File: config.mk
export PLATFORM = sky130hd
export DESIGN_NAME = hero_write_rx
export DESIGN_NICKNAME = d
export VERILOG_FILES = /design/src/rtl/hero_write_rx.sv
export SDC_FILE = /design/constraint.sdc
export NUM_CORES = 1
export LEC_CHECK = 0
export CORE_MARGIN = 1
export CORE_UTILIZATION = 63
export CTS_CLUSTER_DIAMETER = 50
export DETAILED_ROUTE_END_ITERATION = 10
export DONT_BUFFER_PORTS = 1
export PLACE_DENSITY = 0.79
export REMOVE_ABC_BUFFERS = 1
export SLEW_MARGIN = 0
export SYNTH_ARGS = -nofsm -noshare
export SYNTH_HDL_FRONTEND = slang
export SYNTH_SLANG_ARGS = --single-unit
File: constraint.sdc
create_clock -name clk -period 5.2 [get_ports clk]
set_clock_uncertainty 0.15 [all_clocks]
set_input_delay 1.04 -clock clk [delete_from_list [all_inputs] [get_ports clk]]
set_output_delay 1.04 -clock clk [all_outputs]
set_load 0.005 [all_outputs]
File: src/rtl/hero_write_rx.sv
// Hero write receiver: turns gapped hero write cycles into a FIFO-buffered beat
// stream, replacing dropped transactions with a single abort terminator.
module hero_write_rx #(
    parameter int  FIFO_DEPTH = 4,
    parameter int  MAX_BEATS  = 16,
    localparam int HERO_WIDTH = 36,
    localparam int SUB_WIDTH  = 7
) (
    input  logic                  clk,
    input  logic                  rst,
    input  logic [45:0]           hero_wr,
    output logic                  out_vld,
    input  logic                  out_rdy,
    output logic [HERO_WIDTH-1:0] out_dat,
    output logic [SUB_WIDTH-1:0]  out_sub,
    output logic                  out_last,
    output logic                  out_abort,
    output logic                  err_overflow,
    output logic                  err_protocol,
    output logic [15:0]           txn_cnt,
    output logic [15:0]           drop_cnt
);

    localparam int PTR_W   = (FIFO_DEPTH > 1) ? $clog2(FIFO_DEPTH) : 1;
    localparam int CNT_W   = PTR_W + 1;
    localparam int BEAT_W  = $clog2(MAX_BEATS + 1);
    localparam int ENTRY_W = HERO_WIDTH + SUB_WIDTH + 2;

    // hero_wr layout (MSB first): cycle_type[1:0], wdat[35:0], sub[6:0], clk_en.
    // cycle_type 0 is IDLE; code 3 is unused and behaves like IDLE.
    localparam logic [1:0] CT_VALID = 2'd1;
    localparam logic [1:0] CT_DONE  = 2'd2;

    typedef enum logic [1:0] {
        RX_IDLE  = 2'd0,
        RX_TXN   = 2'd1,
        RX_ABORT = 2'd2,
        RX_DROP  = 2'd3
    } rx_state_t;

    typedef struct packed {
        logic                  abort;
        logic                  last;
        logic [SUB_WIDTH-1:0]  sub;
        logic [HERO_WIDTH-1:0] dat;
    } entry_t;

    rx_state_t           state_r, state_n_s;
    logic [BEAT_W-1:0]   beat_cnt_r, beat_cnt_n_s;
    logic                done_seen_r, done_seen_n_s;
    entry_t              mem_r [FIFO_DEPTH];
    entry_t              mem_n_s [FIFO_DEPTH];
    logic [PTR_W-1:0]    rd_r, wr_r, rd_n_s, wr_n_s;
    logic [CNT_W-1:0]    cnt_r, cnt_n_s;
    entry_t              head_n_s, out_head_r, push_entry_s;
    logic                out_vld_r, err_overflow_r, err_protocol_r;
    logic [15:0]         txn_cnt_r, drop_cnt_r;

    logic [1:0]             cycle_type_s;
    logic [HERO_WIDTH-1:0]  wdat_s;
    logic [SUB_WIDTH-1:0]   sub_s;
    logic                   clk_en_s;
    logic                   beat_s, done_s, pop_s, room_s, seen_s;
    logic                   push_s, drop_s, ovf_s, prot_s;

    assign cycle_type_s = hero_wr[45:44];
    assign wdat_s       = hero_wr[43:8];
    assign sub_s        = hero_wr[7:1];
    assign clk_en_s     = hero_wr[0];

    assign beat_s = clk_en_s && ((cycle_type_s == CT_VALID) || (cycle_type_s == CT_DONE));
    assign done_s = (cycle_type_s == CT_DONE);
    assign pop_s  = out_vld_r && out_rdy;
    // A full FIFO still has room when its head leaves in the same cycle.
    assign room_s = (cnt_r != CNT_W'(FIFO_DEPTH)) || pop_s;
    assign seen_s = done_seen_r || (beat_s && done_s);

    // Receive state machine decisions: what to push, drop or flag this cycle.
    always_comb begin
        state_n_s     = state_r;
        beat_cnt_n_s  = beat_cnt_r;
        done_seen_n_s = done_seen_r;
        push_s        = 1'b0;
        push_entry_s  = {ENTRY_W{1'b0}};
        drop_s        = 1'b0;
        ovf_s         = 1'b0;
        prot_s        = 1'b0;
        case (state_r)
            RX_IDLE: begin
                if (beat_s && !room_s) begin
                    drop_s    = 1'b1;
                    ovf_s     = 1'b1;
                    state_n_s = done_s ? RX_IDLE : RX_DROP;
                end else if (beat_s) begin
                    push_s       = 1'b1;
                    push_entry_s = '{abort: 1'b0, last: done_s, sub: sub_s, dat: wdat_s};
                    beat_cnt_n_s = done_s ? BEAT_W'(0) : BEAT_W'(1);
                    state_n_s    = done_s ? RX_IDLE : RX_TXN;
                end else begin
                    state_n_s = RX_IDLE;
                end
            end
            RX_TXN: begin
                if (beat_s && (beat_cnt_r == BEAT_W'(MAX_BEATS))) begin
                    drop_s        = 1'b1;
                    prot_s        = 1'b1;
                    done_seen_n_s = done_s;
                    beat_cnt_n_s  = BEAT_W'(0);
                    state_n_s     = RX_ABORT;
                end else if (beat_s && !room_s) begin
                    drop_s        = 1'b1;
                    ovf_s         = 1'b1;
                    done_seen_n_s = done_s;
                    beat_cnt_n_s  = BEAT_W'(0);
                    state_n_s     = RX_ABORT;
                end else if (beat_s) begin
                    push_s       = 1'b1;
                    push_entry_s = '{abort: 1'b0, last: done_s, sub: sub_s, dat: wdat_s};
                    beat_cnt_n_s = done_s ? BEAT_W'(0) : (beat_cnt_r + BEAT_W'(1));
                    state_n_s    = done_s ? RX_IDLE : RX_TXN;
                end else begin
                    state_n_s = RX_TXN;
                end
            end
            RX_ABORT: begin
                drop_s        = beat_s;
                done_seen_n_s = seen_s;
                if (room_s) begin
                    push_s       = 1'b1;
                    push_entry_s = '{abort: 1'b1, last: 1'b1, sub: {SUB_WIDTH{1'b0}},
                                     dat: {HERO_WIDTH{1'b0}}};
                    state_n_s    = seen_s ? RX_IDLE : RX_DROP;
                end else begin
                    state_n_s = RX_ABORT;
                end
            end
            RX_DROP: begin
                drop_s = beat_s;
                if (beat_s && done_s) begin
                    state_n_s = RX_IDLE;
                end else begin
                    state_n_s = RX_DROP;
                end
            end
            default: begin
                state_n_s = RX_IDLE;
            end
        endcase
    end

    // Next FIFO contents, pointers and the head entry presented after the edge.
    always_comb begin
        mem_n_s = mem_r;
        rd_n_s  = rd_r;
        wr_n_s  = wr_r;
        if (pop_s) begin
            rd_n_s = rd_r + PTR_W'(1);
        end else begin
            rd_n_s = rd_r;
        end
        if (push_s) begin
            mem_n_s[wr_r] = push_entry_s;
            wr_n_s        = wr_r + PTR_W'(1);
        end else begin
            wr_n_s = wr_r;
        end
        cnt_n_s = cnt_r + CNT_W'(push_s) - CNT_W'(pop_s);
        if (cnt_n_s != CNT_W'(0)) begin
            head_n_s = mem_n_s[rd_n_s];
        end else begin
            head_n_s = {ENTRY_W{1'b0}};
        end
    end

    // State, FIFO storage, registered outputs and statistics counters.
    always_ff @(posedge clk) begin
        if (rst) begin
            state_r        <= RX_IDLE;
            beat_cnt_r     <= BEAT_W'(0);
            done_seen_r    <= 1'b0;
            for (int i = 0; i < FIFO_DEPTH; i++) begin
                mem_r[i] <= {ENTRY_W{1'b0}};
            end
            rd_r           <= PTR_W'(0);
            wr_r           <= PTR_W'(0);
            cnt_r          <= CNT_W'(0);
            out_vld_r      <= 1'b0;
            out_head_r     <= {ENTRY_W{1'b0}};
            err_overflow_r <= 1'b0;
            err_protocol_r <= 1'b0;
            txn_cnt_r      <= 16'd0;
            drop_cnt_r     <= 16'd0;
        end else begin
            state_r        <= state_n_s;
            beat_cnt_r     <= beat_cnt_n_s;
            done_seen_r    <= done_seen_n_s;
            mem_r          <= mem_n_s;
            rd_r           <= rd_n_s;
            wr_r           <= wr_n_s;
            cnt_r          <= cnt_n_s;
            out_vld_r      <= (cnt_n_s != CNT_W'(0));
            out_head_r     <= head_n_s;
            err_overflow_r <= ovf_s;
            err_protocol_r <= prot_s;
            if (push_s && push_entry_s.last && !push_entry_s.abort) begin
                txn_cnt_r <= txn_cnt_r + 16'd1;
            end else begin
                txn_cnt_r <= txn_cnt_r;
            end
            if (drop_s && (drop_cnt_r != 16'hFFFF)) begin
                drop_cnt_r <= drop_cnt_r + 16'd1;
            end else begin
                drop_cnt_r <= drop_cnt_r;
            end
        end
    end

    assign out_vld      = out_vld_r;
    assign out_dat      = out_head_r.dat;
    assign out_sub      = out_head_r.sub;
    assign out_last     = out_head_r.last;
    assign out_abort    = out_head_r.abort;
    assign err_overflow = err_overflow_r;
    assign err_protocol = err_protocol_r;
    assign txn_cnt      = txn_cnt_r;
    assign drop_cnt     = drop_cnt_r;

endmodule

After elaboration in Yosys (flattened, before gate mapping)
Index checks and enable logic that the tools add are counted.
{"block": "classes", "n_reduce_logical": 23, "eq_ne": 12, "bitwise_logic": 4, "n_addsub": 7, "muxes": 46, "magnitude_cmp": 3}
{"operator": "2-to-1 mux 45 bit", "count": 5}
{"operator": "bitwise mux 180 bit", "count": 1}
{"operator": "2-to-1 mux 180 bit", "count": 1}
{"operator": "one-hot mux 45 bit (3 select lines)", "count": 1}
{"operator": "binary-select mux 45 bit (select 2 bit)", "count": 1}
{"operator": "demux 45 bit (select 2 bit)", "count": 1}
{"operator": "2-to-1 mux 44 bit", "count": 2}
{"operator": "adder 16 x 1 -> 16 bit, second input constant", "count": 2}
{"operator": "2-to-1 mux 5 bit", "count": 6}
{"operator": "2-to-1 mux 2 bit", "count": 8}
{"operator": "inequality test 16 bit, second input constant", "count": 1}
{"operator": "2-to-1 mux 1 bit", "count": 14}
{"operator": "one-hot mux 5 bit (2 select lines)", "count": 1}
{"operator": "logical AND 1 bit", "count": 9}
{"operator": "one-hot mux 2 bit (4 select lines)", "count": 1}
{"operator": "equality test 2 bit, second input constant", "count": 3}
{"operator": "greater-or-equal comparator 3 bit, second input constant", "count": 2}
{"operator": "inequality test 3 bit, second input constant", "count": 2}
{"operator": "NOT 2 -> 3 bit", "count": 2}
{"operator": "one-hot mux 1 bit (3 select lines)", "count": 2}
{"operator": "OR reduction 2 bit", "count": 3}
{"operator": "adder 5 x 1 -> 5 bit, second input constant", "count": 1}
{"operator": "equality test 5 bit, second input constant", "count": 1}
{"operator": "adder 2 x 1 -> 2 bit, second input constant", "count": 2}
{"operator": "other kinds (15)", "count": 23}
{"block": "totals", "regBits": 275, "word_cells": 126, "output_inout_bits": 80, "inputBits": 49}

Logic depth before layout (Yosys ltp)
{"block": "depth", "depth_word": 12, "depth_mapped": 18, "mapped_depth_nobuf": 16}

Least setup slack after synthesis
No wires, ideal clock.
{"block": "synth_timing", "path_kind": "input to register", "from": "input port hero_wr[44]", "to": "register out_head_r (netlist bit out_dat[14])", "required_ps": 4927, "path_stages": 18, "n_path_buf": 4, "setup_time_ps": 123, "slack_ps": 844, "t_arrival_ps": 4083, "cell_sequence": "inv_1 ha_1 nor2b_1 buf_2 buf_2 o211ai_1 ha_1 inv_1 ha_1 inv_1 fa_1 xor2_1 xnor2_1 a31o_2 clkbuf_1 clkbuf_1 a21oi_1 nor4b_1"}
{"block": "synth_between", "elab_chain_cells": 12, "elab_cells_between_ends": 24, "classes_between": "2 x add/sub; 2 x eq/ne; 13 x mux; 1 x bitwise; 6 x reduce/logical"}
{"element": "start, declared", "line_no": "11", "text": "input logic [45:0] hero_wr,"}
{"element": "equality test 2 x 1 -> 1 bit / equality test 2 bit (equally long branches)", "line_no": "71", "text": "assign beat_s = clk_en_s && ((cycle_type_s == CT_VALID) || (cycle_type_s == CT_DONE));"}
{"element": "logical OR 1 bit (*)", "line_no": "71"}
{"element": "logical AND 1 bit (*)", "line_no": "71"}
{"element": "2-to-1 mux 1 bit, or another cell as far along", "line_no": "94, 116"}
{"element": "2-to-1 mux 1 bit / 2-to-1 mux 44 bit (equally long branches)", "line_no": "110, 90"}
{"element": "2-to-1 mux 1 bit / 2-to-1 mux 45 bit (equally long branches)", "line_no": "104", "text": "if (beat_s && (beat_cnt_r == BEAT_W'(MAX_BEATS))) begin"}
{"element": "one-hot mux 1 bit (3 select lines) / one-hot mux 45 bit (3 select lines) (equally long branches)", "line_no": "88", "text": "case (state_r)"}
{"element": "adder 3 x 1 -> 3 bit / bitwise mux 180 bit (equally long branches)", "line_no": "167, 162"}
{"element": "subtractor 3 x 1 -> 3 bit / 2-to-1 mux 180 bit (equally long branches)", "line_no": "167, 161"}
{"element": "nonzero test 3 bit / binary-select mux 45 bit (select 2 bit) (equally long branches)", "line_no": "168, 169"}
{"element": "NOT 1 bit (no source line) / 2-to-1 mux 45 bit (equally long branches)"}
{"element": "OR reduction 2 bit (no source line) / 2-to-1 mux 45 bit (equally long branches)"}
{"element": "end signal, assigned", "line_no": "188", "text": "out_head_r <= {ENTRY_W{1'b0}};"}
{"element": "end signal, assigned", "line_no": "202", "text": "out_head_r <= head_n_s;"}
{"element": "end, declared", "line_no": "55", "text": "entry_t head_n_s, out_head_r, push_entry_s;"}
Every way passes the cells marked *; elsewhere a longest branch is shown, timed or not. The select of a mux whose other input is x is not followed.
A chain may end at the register's enable or synchronous reset.

Worst setup path in the final report
{"block": "layout_timing", "from": "register beat_cnt_r[0]", "to": "register out_head_r (netlist bit out_dat[14])"}
{"block": "layout_between", "elab_chain_cells": 9, "elab_cells_between_ends": 16, "classes_between": "2 x add/sub; 1 x eq/ne; 9 x mux; 1 x bitwise; 3 x reduce/logical"}
{"element": "start, declared", "line_no": "49", "text": "logic [BEAT_W-1:0] beat_cnt_r, beat_cnt_n_s;"}
{"element": "start signal, assigned", "line_no": "195", "text": "beat_cnt_r <= beat_cnt_n_s;"}
{"element": "equality test 5 bit (*)", "line_no": "104"}
{"element": "logical AND 1 bit (*)", "line_no": "104"}
{"element": "2-to-1 mux 1 bit / 2-to-1 mux 45 bit (equally long branches)", "line_no": "104"}
{"element": "one-hot mux 1 bit (3 select lines) / one-hot mux 45 bit (3 select lines) (equally long branches)", "line_no": "88"}
{"element": "adder 3 x 1 -> 3 bit / bitwise mux 180 bit (equally long branches)", "line_no": "167, 162"}
{"element": "subtractor 3 x 1 -> 3 bit / 2-to-1 mux 180 bit (equally long branches)", "line_no": "167, 161"}
{"element": "nonzero test 3 bit / binary-select mux 45 bit (select 2 bit) (equally long branches)", "line_no": "168, 169"}
{"element": "NOT 1 bit (no source line) / 2-to-1 mux 45 bit (equally long branches)"}
{"element": "OR reduction 2 bit (no source line) / 2-to-1 mux 45 bit (equally long branches)"}
Marks and branches as above.

==> impl_summary.log <==
INFO  metric status = complete, no violations
INFO  metric power.share.combinational = 0.236
INFO  metric slew-limit-headroom = 0.2348
INFO  metric synthCells = 1221
INFO  metric placement_rows = 48
INFO  metric layout_common_cells = dfxtp_1 (275), nor2_1 (226), a22oi_1 (132), a21oi_1 (71), and3_1 (50)
INFO  metric nets = 1228
INFO  metric min_period = 4.041 ns
INFO  metric clock_tree.buffer_depth = 3
INFO  metric final_max_slew_viol_count = 0
INFO  metric power.switching_fraction = 0.3061
INFO  metric first_pass_iters = 5
INFO  metric area_delta_synth_final = 9.613%
INFO  metric dp_hpwl = 15.93 mm
INFO  metric p_int = 4.281 mW
INFO  metric rr_startpoint = beat_cnt_r[0]
INFO  metric cts.repair_timing.setup_buffer_count = 0
INFO  metric crit_path_max_incr_delay = 0.39 ns
INFO  metric vdd_drop_max = 0.4159 mV
INFO  metric synthesis.yosys.warnings = 0
INFO  metric timing_hold_violations_final = 0
INFO  metric globalRoute.totalOverflow = 0
INFO  metric syn_area_per_cell = 9.210 um^2
INFO  metric fraction_of_final_layout_cells_sized_beyond_drive_strength_1 = 0.07317
INFO  metric grt_setup_unrepaired = no
INFO  metric synth_enable_flop_cells = 0
INFO  metric timing.critical_path.cells = inv_1 -> ha_1 -> and4bb_4 -> o21ai_4 -> o211ai_1 -> ha_1 -> inv_1 -> ha_1 -> inv_1 -> fa_1 -> xor2_1 -> xnor2_1 -> a31o_2 -> buf_4 -> a21oi_1 -> nor4b_1
INFO  metric p_switching = 1.889 mW
INFO  metric setup.worst_path.start = beat_cnt_r[0]
INFO  metric timing.final.setup_violations = 0
INFO  metric power_density = 500.5 nW/um^2
INFO  metric timing_worst_slew_pin_value = 1.148 ns
INFO  metric core_area = 17360 um^2
INFO  metric setup_tns = 0 ns
INFO  metric io_pins = 129
INFO  metric layout_worst_path_cycle_share = 0.7771
INFO  metric synth-main-ff-cell = dfxtp_1
INFO  metric post_cts_hold_buffer_count = 0
INFO  metric crit_path_end_kind = register
INFO  metric rrSetupSlack = 1.16 ns
INFO  metric total_wire_length_after_detailed_routing = 28.15 mm
INFO  metric cp_max_fo = 26
INFO  metric cts_bufs_inserted = 30
INFO  metric initial_utilization = 0.6479
INFO  metric endpoint = out_dat[14]
INFO  metric synthDistinctLibCells = 60
INFO  metric final_core_occ = 0.7102
INFO  metric floorplan.die.height = 135.6 um
INFO  metric timing.hold.worst_path_depth = 2
INFO  metric route.detailed.drc = 0
INFO  metric reg2regPathDepth = 16
INFO  metric global_route_wire_length_before_repair = 43.66 mm
INFO  metric wl_per_cell = 19.91 um
INFO  metric post_synth_instance_area = 11250 um^2
INFO  metric die_extent_in_x = 135.6 um
INFO  metric post_cts_resize_count = 0
INFO  metric criticalPathCategory = reg2reg
INFO  metric r2r_end = out_dat[14]
INFO  metric dieArea = 18390 um^2
INFO  metric critical_path_arrival = 4.34 ns
INFO  metric global_route.usage.total = 0.2969
INFO  metric maxCapViolations = 0
INFO  metric layout.cells.most_common = dfxtp_1
INFO  metric count_of_state_elements_after_synthesis = 275
INFO  metric grt_antenna_before_repair = 0
INFO  metric dr_total_vias = 9353
INFO  metric start_kind = register
INFO  metric clock_tree.root_cell = clkbuf_16
INFO  metric clock_network_fraction_of_total_power = 0.351
INFO  metric gp_congestion = 0.8325
INFO  metric critical-path-slowest-cell = dfxtp_1
INFO  metric clock.fmax = 247.5 MHz
INFO  metric detail_route.iter0.violations = 976
INFO  metric share_of_synthesized_area_occupied_by_flip_flops_and_latches = 0.4895
INFO  metric postRouteAntennaNets = 0
INFO  metric clk_transition_reported_paths = 0.06 ns
INFO  metric pwr-share-seq = 0.413
INFO  metric async_reset_ff_frac = 0
INFO  metric worst_skew_pair.late_latency = 0.54 ns
INFO  metric buffers_added_on_ports = 0
INFO  metric p_leak = 4.609 nW
INFO  metric hold_class = reg2reg
INFO  metric critical_path_required = 5.50 ns
INFO  metric antenna_cells_inserted = 0
INFO  metric pin_count_of_the_biggest_net_entering_global_routing = 231
INFO  metric cts_tree = built
INFO  metric via_count_of_the_first_global_routing_pass = 8437
INFO  metric cts.sink_count = 275
INFO  metric cts_htree_levels = 1
INFO  metric post_drt_via_cell_ratio = 6.615
final cells by class:
cell class,count,area (um^2)
clock buffer,42,867.1
tap,225,281.5
inverter,18,67.56
timing repair buffer,19,180.2
multi-input combinational,823,5265
sequential,275,5505
fill,1322,5030
clock inverter,12,160.2
kinds of logic after synthesis:
family	after synthesis	synth area share
AO/OA/AOI/OAI	353	0.2336
XOR/XNOR	34	0.02715
adder cells (fa/ha/maj)	12	0.01402
buffers and inverters	123	0.04773
flip-flops	275	0.4895
multiplexers	4	0.004673
AND/OR/NAND/NOR	420	0.1832
metrics by stage:
stage / cell area (um^2) / worst slack [ns] / total power, mW / hold slack (ns) / instances
after CTS: 12330 / 1.182 / 6.170 / 0.3232 / 1414
after global placement: 11300 / 0.9512 / 3.991 / 0.3015 / 1360
after detailed placement: 11300 / 0.8111 / 4.009 / 0.3150 / 1360
after floorplan: 10780 / 0.05065 / 3.554 / 0.2900 / 1116
final: 12330 / 1.159 / 6.170 / 0.3255 / 1414
after global routing: 12330 / 0.9389 / 6.419 / 0.3442 / 1414
power by group through the flow:
| stage | combinational, mW | clock [mW] | sequential [mW] |
|---|---|---|---|
| 3_3_place_gp | 1.39 | 0 | 2.60 |
| 4_1_cts | 1.44 | 2.18 | 2.55 |
| 6_report | 1.45 | 2.17 | 2.55 |
| 5_1_grt | 1.58 | 2.27 | 2.57 |
| 2_1_floorplan | 1.03 | 0 | 2.53 |
| 3_5_place_dp | 1.42 | 0 | 2.59 |
per-layer routing:
metal,vias to the layer above,GRT usage,wire length [um]
met5,-,0,0
met2,397,0.4807,13200
met1,4545,0.4007,12110
met4,0,0.08739,624
li1,4358,-,-
met3,53,0.05649,2216
flip-flops by register name, indices dropped and copies added (netlist names):
register	count
err_overflow	1
drop_cnt	16
out_dat	36
wr_r	2
out_vld	1
cnt_r	3
rd_r	2
done_seen_r	1
state_r	2
beat_cnt_r	5
out_last	1
err_protocol	1
out_sub	7
out_abort	1
mem_r	180
txn_cnt	16
how the worst min path moves through the flow:
stage | from | end | slack (ns)
after floorplan | mem_r[89] | mem_r[89] | 0.29
after global placement | mem_r[89] | mem_r[89] | 0.30
after detailed placement | mem_r[89] | mem_r[89] | 0.31
after CTS | mem_r[89] | mem_r[89] | 0.32
after global routing | mem_r[89] | mem_r[89] | 0.34
final | mem_r[29] | mem_r[29] | 0.33
cells in the mapped netlist, types with 3 or more instances:
cell | instances | share of area
xor2_1 | 22 | 0.017
xnor2_1 | 11 | 0.0086
nor2b_1 | 5 | 0.0028
or3_1 | 3 | 0.0017
buf_2 | 30 | 0.013
inv_1 | 18 | 0.0060
clkbuf_1 | 65 | 0.022
nor2_1 | 229 | 0.076
nand4_1 | 19 | 0.011
dfxtp_1 | 275 | 0.49
o21ai_0 | 8 | 0.0036
ha_1 | 11 | 0.012
nand2_1 | 15 | 0.0050
a221oi_1 | 45 | 0.035
a22o_1 | 5 | 0.0039
a211oi_1 | 43 | 0.029
mux2i_1 | 3 | 0.0027
buf_4 | 10 | 0.0067
and3_1 | 52 | 0.029
a22oi_1 | 132 | 0.088
and2_1 | 42 | 0.023
nor4b_1 | 19 | 0.015
nand3_1 | 13 | 0.0058
a211o_1 | 21 | 0.016
nand2b_1 | 4 | 0.0022
nor4_1 | 3 | 0.0017
nor3_1 | 7 | 0.0031
a21oi_1 | 71 | 0.032
critical path, delay by kind of cell (launching register included):
family	cells	cell delay (ns)
fa+ha+maj	4	1.11
compound gates	4	1.05
buf+inv	4	0.46
simple gates	2	0.46
flops	1	0.39
xor+xnor	2	0.32
Note: power is estimated with default switching activity, not from simulation.
